--- src/rtl/cpu_types_pkg.sv ---
// Shared CPU datapath types: word/register widths, ALU opcodes, forward selects
// and the ID/EX latch payload.
package cpu_types_pkg;

    localparam int unsigned WORD_W  = 32;
    localparam int unsigned REG_W   = 5;
    localparam int unsigned ALUOP_W = 4;

    typedef logic [WORD_W-1:0] word_t;
    typedef logic [REG_W-1:0]  regbits_t;

    typedef enum logic [ALUOP_W-1:0] {
        ALU_SLL  = 4'b0000,
        ALU_SRL  = 4'b0001,
        ALU_ADD  = 4'b0010,
        ALU_SUB  = 4'b0011,
        ALU_AND  = 4'b0100,
        ALU_OR   = 4'b0101,
        ALU_XOR  = 4'b0110,
        ALU_NOR  = 4'b0111,
        ALU_SLT  = 4'b1000,
        ALU_SLTU = 4'b1001
    } aluop_t;

    typedef enum logic [1:0] {
        FWD_NONE  = 2'd0,
        FWD_EXMEM = 2'd1,
        FWD_MEMWB = 2'd2
    } fwd_sel_t;

    typedef struct packed {
        logic     valid;
        word_t    rdat1;
        word_t    rdat2;
        word_t    imm;
        logic     alusrc;
        aluop_t   aluop;
        regbits_t rs;
        regbits_t rt;
        regbits_t wsel;
        logic     regwen;
    } id_ex_t;

    // All-zero bubble; aluop lands on encoding 4'b0000.
    localparam id_ex_t ID_EX_BUBBLE = '0;

endpackage

--- src/rtl/ex_operand_latch_fwd_unit.sv ---
// Per-operand RAW forwarding mux: EX/MEM beats MEM/WB, register 0 never forwards.
module fwd_unit
    import cpu_types_pkg::*;
(
    input  regbits_t rsel,
    input  word_t    rdat,
    input  logic     exmem_regwen,
    input  regbits_t exmem_wsel,
    input  word_t    exmem_result,
    input  logic     memwb_regwen,
    input  regbits_t memwb_wsel,
    input  word_t    memwb_wdat,
    output word_t    fwd_dat_c,
    output fwd_sel_t fwd_sel_c
);

    always_comb begin
        fwd_dat_c = rdat;
        fwd_sel_c = FWD_NONE;
        if (rsel != '0) begin
            if (exmem_regwen && (exmem_wsel == rsel)) begin
                fwd_dat_c = exmem_result;
                fwd_sel_c = FWD_EXMEM;
            end else if (memwb_regwen && (memwb_wsel == rsel)) begin
                fwd_dat_c = memwb_wdat;
                fwd_sel_c = FWD_MEMWB;
            end
        end
    end

endmodule

--- src/rtl/ex_operand_latch.sv ---
// ID/EX pipeline latch with operand forwarding feeding the ALU; stalls refresh
// the latched register data with its forwarded value.
module ex_operand_latch
    import cpu_types_pkg::*;
(
    input  logic     CLK,
    input  logic     nRST,
    input  logic     stall,
    input  logic     flush,
    input  logic     id_valid,
    input  word_t    id_rdat1,
    input  word_t    id_rdat2,
    input  word_t    id_imm,
    input  logic     id_alusrc,
    input  aluop_t   id_aluop,
    input  regbits_t id_rs,
    input  regbits_t id_rt,
    input  regbits_t id_wsel,
    input  logic     id_regwen,
    input  logic     exmem_regwen,
    input  regbits_t exmem_wsel,
    input  word_t    exmem_result,
    input  logic     memwb_regwen,
    input  regbits_t memwb_wsel,
    input  word_t    memwb_wdat,
    output word_t    port_a,
    output word_t    port_b,
    output aluop_t   alu_op,
    output logic     ex_valid,
    output logic     ex_regwen,
    output regbits_t ex_wsel,
    output word_t    ex_store_dat
);

    id_ex_t   lat;
    id_ex_t   id_load;
    word_t    fwd_a;
    word_t    fwd_b;
    fwd_sel_t unused_sel_a;
    fwd_sel_t unused_sel_b;

    always_comb begin
        id_load        = ID_EX_BUBBLE;
        id_load.valid  = id_valid;
        id_load.rdat1  = id_rdat1;
        id_load.rdat2  = id_rdat2;
        id_load.imm    = id_imm;
        id_load.alusrc = id_alusrc;
        id_load.aluop  = id_aluop;
        id_load.rs     = id_rs;
        id_load.rt     = id_rt;
        id_load.wsel   = id_wsel;
        id_load.regwen = id_regwen;
    end

    // Reset beats flush beats stall; a stall re-captures forwarded operands.
    always_ff @(posedge CLK) begin
        if (!nRST) begin
            lat <= ID_EX_BUBBLE;
        end else if (flush) begin
            lat <= ID_EX_BUBBLE;
        end else if (stall) begin
            lat.rdat1 <= fwd_a;
            lat.rdat2 <= fwd_b;
        end else begin
            lat <= id_load;
        end
    end

    fwd_unit u_fwd_a (
        .rsel         (lat.rs),
        .rdat         (lat.rdat1),
        .exmem_regwen (exmem_regwen),
        .exmem_wsel   (exmem_wsel),
        .exmem_result (exmem_result),
        .memwb_regwen (memwb_regwen),
        .memwb_wsel   (memwb_wsel),
        .memwb_wdat   (memwb_wdat),
        .fwd_dat_c    (fwd_a),
        .fwd_sel_c    (unused_sel_a)
    );

    fwd_unit u_fwd_b (
        .rsel         (lat.rt),
        .rdat         (lat.rdat2),
        .exmem_regwen (exmem_regwen),
        .exmem_wsel   (exmem_wsel),
        .exmem_result (exmem_result),
        .memwb_regwen (memwb_regwen),
        .memwb_wsel   (memwb_wsel),
        .memwb_wdat   (memwb_wdat),
        .fwd_dat_c    (fwd_b),
        .fwd_sel_c    (unused_sel_b)
    );

    assign port_a       = fwd_a;
    assign port_b       = lat.alusrc ? lat.imm : fwd_b;
    assign ex_store_dat = fwd_b;
    assign alu_op       = lat.aluop;
    assign ex_valid     = lat.valid;
    assign ex_regwen    = lat.regwen;
    assign ex_wsel      = lat.wsel;

endmodule

--- config.mk ---
export PLATFORM = sky130hd
export DESIGN_NAME = ex_operand_latch
export DESIGN_NICKNAME = d
export VERILOG_FILES = /design/src/rtl/cpu_types_pkg.sv /design/src/rtl/ex_operand_latch_fwd_unit.sv /design/src/rtl/ex_operand_latch.sv
export SDC_FILE = /design/constraint.sdc
export NUM_CORES = 1
export LEC_CHECK = 0
export ABC_AREA = 1
export BUFFER_PORTS_ARGS = -buffer_cell sky130_fd_sc_hd__buf_2
export CAP_MARGIN = 10
export CORE_ASPECT_RATIO = 1.4
export CORE_MARGIN = 3
export CORE_UTILIZATION = 50
export DETAILED_ROUTE_END_ITERATION = 6
export PLACE_DENSITY = 0.82
export SLEW_MARGIN = 0
export SYNTH_ARGS = -nofsm -noshare
export SYNTH_HDL_FRONTEND = slang
export SYNTH_SLANG_ARGS = --single-unit
--- constraint.sdc ---
create_clock -name CLK -period 3.89 [get_ports CLK]
set_input_delay 0.1945 -clock CLK [delete_from_list [all_inputs] [get_ports CLK]]
set_output_delay 0.1945 -clock CLK [all_outputs]
set_load 0.005 [all_outputs]
==> flow_metrics.env, run 1 <==
export IMPL_outcome="complete, no violations"
export IMPL_dieArea_sq_um=16700
export IMPL_finalCritPeriodShare_pct=76.4
export IMPL_drcViolationCount=0
export IMPL_critPathTopFamily="simple AND/OR/NAND/NOR gates"
export IMPL_grt_use_total_pct=29.7
export IMPL_initial_core_util_pct=51.8
export IMPL_ff2ff_path_depth=8
export IMPL_grt_max_degree=103
export IMPL_worstSkewPairLatency_ns=0.41
export IMPL_cts_tree="done"
export IMPL_synth_cells=1313
export IMPL_final_cell_mix="408 x nand2_1, 303 x buf_2, 207 x inv_1, 143 x nor2_1, 117 x dfxtp_1"
export IMPL_gp_congestion=0.917
export IMPL_coreArea_sq_um=14600
export IMPL_io_buffers=304
export IMPL_max_cap_violations=0
export IMPL_ant_nets=0
export IMPL_path_class="reg -> out"
export IMPL_vias=8858
export IMPL_vdd_drop_max_mv=0.254
export IMPL_fillerInstances=1398
export IMPL_cts_resized=0
export IMPL_slowest_stage="nor3_4"
export IMPL_cts_sinks=118
export IMPL_cts_root_buffer="clkbuf_16"
export IMPL_worst_path_buf_inv=3
export IMPL_min_path_cells=3
export IMPL_area_growth_pct=27.6
export IMPL_hold_class="in -> reg"
export IMPL_syn_area_sq_um=7590
export IMPL_cp_cell_sequence="inv_2, nand2_1, nand2_1, nor3_4, buf_4, nand3_1, nand2_1, nand2_1, nand2_1, o21ai_0, buf_2"
export IMPL_die_w_um=110
export IMPL_cts_hold_buf=0
export IMPL_grt_pass1_wl_um=39100
export IMPL_overflow=0
export IMPL_finalSetupViolCount=0
export IMPL_relSlewSlack_pct=34.0
export IMPL_finalCriticalPeriod_ns=2.97
export IMPL_rows=52
export IMPL_vias_per_cell=5.02
export IMPL_cts_buffer_depth=2
export IMPL_cts_htree_levels=4
export IMPL_fp_dieH_um=152
export IMPL_rsz0062_at_grt="no"
export IMPL_pin_count=305
export IMPL_cts_buffers=17
export IMPL_r2r_start="lat[12]$_SDFFE_PP0N_"
export IMPL_antenna_found_initial=3
export IMPL_synth_cell_types=21
export IMPL_routedWlPerCell_um=14.5
export IMPL_rr_endpoint="lat[90]$_SDFF_PP0_"
export IMPL_post_cts_buffers=0
export IMPL_syn_nets=1511
export IMPL_r2r_setup_slack_ns=1.51
export IMPL_drt_initial_drc_count=634
export IMPL_layout_drive_gt1_share_pct=27.6
export IMPL_tns_ns=0
export IMPL_slew_violations=0
export IMPL_worstPathMaxFanout=18
export IMPL_cp_arrival_ns=2.78
export IMPL_critPathRequiredTime_ns=3.70
export IMPL_drt_wl_total_um=25600
export IMPL_multiInputGateArea_sq_um=4000
export IMPL_fmax_mhz=336
export IMPL_final_common_cell="nand2_1"
export IMPL_worstHoldStart="id_imm[8]"
export IMPL_finalClockSkew_ns=0.0207
export IMPL_nets=1758
export IMPL_ys_seq_elements=118
export IMPL_ys_seq_area_share_pct=31.1
export IMPL_cp_start_kind="flip-flop"
export IMPL_path_clk_slew_ns=0.07
export IMPL_cellPowerDensity_nw_per_um2=366
export IMPL_hold_end="lat[29]$_SDFFE_PP0N_"
export IMPL_critical_path_top_cell_by_count="nand2_1"
export IMPL_dp_hpwl_um=18800
export IMPL_yosys_warnings=0
export IMPL_p_leak_nw=5.76
export IMPL_synth_avg_cell_area_sq_um=5.78
export IMPL_total_power_mw=3.55
export IMPL_tightestPinTransition_ns=0.987
export IMPL_end_kind="output pin"
export IMPL_critical_path_max_stage_delay_ns=0.60
export IMPL_seq_area_sq_um=2360
export IMPL_hold_viol=0
export IMPL_drt_pass1_iterations=7
export IMPL_grt_pass1_vias=8113
## cells in the mapped netlist (all sizes together)
cell	number	area share, %
nand3	72	4.7
o21ai	108	7.6
nor4	2	0.33
nor3	2	0.26
nand2	436	22
buf	51	4.2
clkinv	2	0.099
a21oi	120	9.3
inv	215	11
dfxtp	118	31
clkbuf	40	2.0
nor2	147	7.3
## registers in the layout, summed over array words and instances (netlist names)
signal,flops
ex_valid,1
ex_regwen,1
lat,107
alu_op,4
ex_wsel,5
## worst reg2reg max path, delay by kind of cell (launching register included)
kind	cells	cell delay, ns
and+or+nand+nor	4	1.04
buffers and inverters	3	0.77
AOI/OAI and AO/OA	1	0.07
DFF	1	0.36
## worst max-delay path by stage
stage,slack [ns],cells past startpoint,end,startpoint
detailed placement,1.40,11,port_b[31],lat[9]$_SDFFE_PP0N_
finish,0.92,11,port_b[31],lat[9]$_SDFFE_PP0N_
global route,0.69,11,port_b[31],lat[9]$_SDFFE_PP0N_
floorplan,2.34,12,port_b[10],lat[8]$_SDFFE_PP0N_
CTS,0.92,11,port_b[31],lat[9]$_SDFFE_PP0N_
global placement,1.39,9,port_a[11],lat[12]$_SDFFE_PP0N_
## per-layer routing
layer,wire length (um),track usage [%],share of wire [%],vias to the layer above
met5,0,0,0,-
met3,2230,5.60,8.7,80
li1,-,-,-,4464
met1,9840,35.8,38,3878
met2,12400,49.5,49,436
met4,1060,15.8,4.2,0
## where the power goes
part	switching, mW	internal (mW)	leakage (nW)
clock network	0.615	1.01	0.283
logic	0.391	0.248	4.51
registers	0.0228	1.26	0.965
total	1.03	2.52	5.76
## per-stage QoR
stage                     instances  hold WS, ns  util, %  cell area (sq um)  setup WS [ns]
final                          1765       0.0228     66.2               9690          0.917
after detailed placement       1730        0.447     62.0               9070           1.40
after global routing           1765       0.0234     66.2               9690          0.688
after global placement         1730        0.440     62.0               9070           1.39
after floorplan                1313        0.339        -               7590           2.34
after CTS                      1762       0.0185     66.1               9680          0.917
## cell families (layout without fill, tap and decap cells)
logic type | Yosys count | count (layout) | synth area share (%)
other | 0 | 3 | 0
buffers and inverters | 308 | 568 | 16.9
AO/OA/AOI/OAI | 228 | 228 | 16.9
flip-flops | 118 | 118 | 31.1
AND/OR/NAND/NOR | 659 | 659 | 35.1
## layout make-up
cell class                      count  share of cell area (%)
Multi-Input combinational cell    887                    41.3
Sequential cell                   118                    24.4
Timing Repair Buffer              319                    17.1
Inverter                          217                    8.41
Clock buffer                       18                    4.43
Tap cell                          189                    2.44
Clock inverter                     14                    1.83
Antenna cell                        3                  0.0775
(Power assumes the default switching activity.)
==> inputs of run 2 (changes only) <==
--- a/config.mk
+++ b/config.mk
@@ -5,14 +5,14 @@
 export SDC_FILE = /design/constraint.sdc
 export NUM_CORES = 1
 export LEC_CHECK = 0
-export ABC_AREA = 1
+export ABC_AREA = 0
 export BUFFER_PORTS_ARGS = -buffer_cell sky130_fd_sc_hd__buf_2
 export CAP_MARGIN = 10
 export CORE_ASPECT_RATIO = 1.4
 export CORE_MARGIN = 3
-export CORE_UTILIZATION = 50
+export CORE_UTILIZATION = 45
 export DETAILED_ROUTE_END_ITERATION = 6
-export PLACE_DENSITY = 0.82
+export PLACE_DENSITY = 0.77
 export SLEW_MARGIN = 0
 export SYNTH_ARGS = -nofsm -noshare
 export SYNTH_HDL_FRONTEND = slang
==> constraint.sdc (replaced) <==
create_clock -name CLK -period 2.59 [get_ports CLK]
set_input_delay 0.1295 -clock CLK [delete_from_list [all_inputs] [get_ports CLK]]
set_output_delay 0.1295 -clock CLK [all_outputs]
set_load 0.005 [all_outputs]
==> run 2 against run 1 <==
  * The run now ends with DRC left
  * Worst hold slack got worse by 0.011 ns
  * Combinational power is 94% higher
  * Sequential power increased by 51%
  * Critical path type unchanged
==> flow_metrics.env, run 2 <==
export IMPL_p_comb_share_pct=21.6
export IMPL_worst_path_buf_inv=3
export IMPL_synth_cell_types=46
export IMPL_routedWlPerCell_um=22.4
export IMPL_hold_viol=0
export IMPL_layout_setup_ws_ns=0.0180
export IMPL_outcome="complete, but fails checks"
export IMPL_critPathRequiredTime_ns=2.46
export IMPL_gp_congestion=0.987
export IMPL_cp_start_kind="flip-flop"
export IMPL_antenna_found_initial=9
export IMPL_finalCriticalPeriod_ns=2.57
export IMPL_drt_initial_drc_count=1446
export IMPL_multiInputGateArea_sq_um=5070
export IMPL_finalClockSkew_ns=0.0112
export IMPL_area_growth_pct=40.2
export IMPL_vias_per_cell=6.51
export IMPL_grt_pass1_wl_um=52700
export IMPL_grt_met1_usage_pct=43.7
export IMPL_largest_reg_flops=107
export IMPL_cp_cell_sequence="xnor2_1, nand2_1, a211oi_4, buf_4, buf_12, a32oi_1, o31ai_1, buf_2"
export IMPL_met2_usage_pct=52.6
export IMPL_top_usage_layer="met2"
export IMPL_cts_sinks=118
export IMPL_met3_usage_pct=8.66
export IMPL_cts_tree="done"
export IMPL_ant_nets=0
export IMPL_dieArea_sq_um=19300
export IMPL_largest_register="lat"
export IMPL_final_cell_mix="303 x buf_2, 123 x o21ai_0, 114 x dfxtp_1, 84 x a31oi_1, 69 x nand2_1"
export IMPL_initial_core_util_pct=46.7
export IMPL_synth_edf_count=0
export IMPL_critical_path_max_stage_delay_ns=0.36
export IMPL_synth_top_flop_cell="dfxtp_1"
export IMPL_synth_top_cell_area_share_pct=29.7
export IMPL_synth_common_cells="124 x o21ai_0, 118 x dfxtp_1, 99 x clkbuf_1, 84 x a31oi_1, 70 x nand2_1"
export IMPL_grt_use_total_pct=34.4
export IMPL_synth_area_top_cells="dfxtp_1 30%, o21ai_0 7.8%, mux2i_1 6.8%, a31oi_1 6.6%, clkbuf_1 4.7%"
export IMPL_drt_wl_total_um=36000
export IMPL_p_switching_mw=1.74
export IMPL_cellPowerDensity_nw_per_um2=516
export IMPL_finalCritPeriodShare_pct=99.3
export IMPL_grt_pass1_vias=9535
export IMPL_fmax_mhz=389
export IMPL_failed_checks="DRC"
export IMPL_die_w_um=118
export IMPL_cts_buffers=17
export IMPL_fp_dieH_um=163
export IMPL_p_clk_share_pct=44.9
export IMPL_syn_area_sq_um=7950
export IMPL_ys_seq_elements=118
export IMPL_max_cap_violations=0
export IMPL_slowest_stage="dfxtp_1"
export IMPL_final_common_cell="buf_2"
export IMPL_vdd_drop_max_mv=0.405
export IMPL_cts_root_buffer="clkbuf_16"
export IMPL_post_synth_top_count_cell="o21ai_0"
export IMPL_seq_area_sq_um=2370
export IMPL_critPathTopFamily="compound AO/OA/AOI/OAI gates"
export IMPL_synth_area_leader_cell="dfxtp_1"
export IMPL_yosys_warnings=0
export IMPL_finalSetupViolCount=0
export IMPL_synth_avg_cell_area_sq_um=7.57
export IMPL_io_buffers=304
export IMPL_fin_util_pct=65.5
export IMPL_ys_seq_area_share_pct=29.7
export IMPL_dp_slack_ns=0.323
export IMPL_nets=1548
export IMPL_layout_drive_gt1_share_pct=30.5
export IMPL_fillerInstances=1469
export IMPL_syn_nets=1249
export IMPL_coreArea_sq_um=17000
export IMPL_worstSkewPairLatency_ns=0.42
export IMPL_drt_pass1_iterations=7
export IMPL_synthArstFlopShare_pct=0
export IMPL_drcViolationCount=11
export IMPL_path_class="reg -> out"
export IMPL_path_clk_slew_ns=0.06
export IMPL_tns_ns=0
export IMPL_slew_violations=0
export IMPL_cts_buffer_depth=2
export IMPL_total_power_mw=5.75
export IMPL_relSlewSlack_pct=58.4
export IMPL_overflow=0
export IMPL_synth_cells=1051
export IMPL_end_kind="output pin"
export IMPL_swShare_pct=30.3
export IMPL_worstPathMaxFanout=15
export IMPL_grt_max_degree=95
export IMPL_p_leak_nw=4.77
export IMPL_cts_htree_levels=4
export IMPL_p_seq_share_pct=33.5
export IMPL_hold_class="in -> reg"
export IMPL_tightestPinTransition_ns=0.624
export IMPL_vias=10448
export IMPL_cp_arrival_ns=2.44
export IMPL_pin_count=305
export IMPL_p_int_mw=4.01
export IMPL_rows=56
export IMPL_dp_hpwl_um=23900
run 2: cell count changes after synthesis, moves of 33 or more:
cell / change
nor2_1: -83
inv_1: -182
and2_1: +34
o21ai_0: +46
a21oi_1: -81
nand3_1: -65
clkbuf_1: +59
mux2i_1: +54
a31oi_1: +84
a41oi_1: +33
nand2_1: -338
run 2: repair_timing:
item | CTS | global route
hold buffers | 66 | 0
buffers inserted | 1 | 4
setup endpoints to repair | 43 | 81
cloned | 1 | 4
pin swaps | 1 | 5
hold endpoints to repair | 66 | 0
resized for setup | 4 | 27
run 2: worst paths after layout:
check	slack (ns)	cells past startpoint	start	endpoint
hold reg to reg	0.48	2	lat[93]$_SDFF_PP0_	lat[93]$_SDFF_PP0_
setup reg to reg	0.41	8	lat[8]$_SDFFE_PP0N_	lat[74]$_SDFF_PP0_
setup / recovery	0.02	8	lat[8]$_SDFFE_PP0N_	port_b[29]
hold / removal	0.01	3	id_rdat1[24]	lat[109]$_SDFF_PP0_
run 2: cell families (layout without fill, tap and decap cells):
kind of cell,count (synthesis),in the layout,share of synthesized area [%]
flops,118,118,29.7
other cells,0,9,0
compound gates,449,449,37.5
xor+xnor,20,20,2.20
buf+inv,161,473,8.46
mux,54,54,6.80
simple gates,249,249,15.3
run 2: power by group through the flow:
stage	Clock, mW	Sequential, mW	Combinational, mW
after global placement	0	1.96	1.07
final	2.58	1.93	1.24
after global routing	2.67	1.93	1.32
after detailed placement	0	1.96	1.08
after CTS	2.59	1.92	1.17
after floorplan	0	1.95	0.607
run 2: per-layer routing:
metal | vias up | part of all wire [%] | wire (um)
met2 | 807 | 45 | 16100
li1 | 4611 | - | -
met3 | 170 | 10 | 3730
met1 | 4860 | 39 | 13900
met5 | - | 0 | 0
met4 | 0 | 6.1 | 2190
run 2: area by class of cell:
| class | count | share of cell area [%] |
|---|---|---|
| well taps | 232 | 2.60 |
| diodes | 9 | 0.202 |
| repair buffers | 414 | 23.9 |
| clock inverters | 15 | 1.81 |
| clock buffers | 17 | 3.82 |
| multi-input cells | 772 | 45.5 |
| flip-flops and latches | 118 | 21.2 |
| inverters | 27 | 0.920 |
run 2: worst register-to-register path, stage by stage (launching register included):
cell,delay (ns)
dfxtp_1,0.36
xnor2_1,0.27
and3_4,0.30
a211oi_4,0.08
buf_4,0.16
buf_4,0.14
bufbuf_16,0.31
a41oi_1,0.34
a21oi_1,0.12
run 2: metrics by stage:
stage                     instances  instance area (sq um)  hold WS (ns)
final                          1604                  11100        0.0120
after global routing           1604                  11100        0.0122
after CTS                      1587                  10900      0.000170
after detailed placement       1487                   9590         0.366
after global placement         1487                   9590         0.359
after floorplan                1051                   7950         0.273
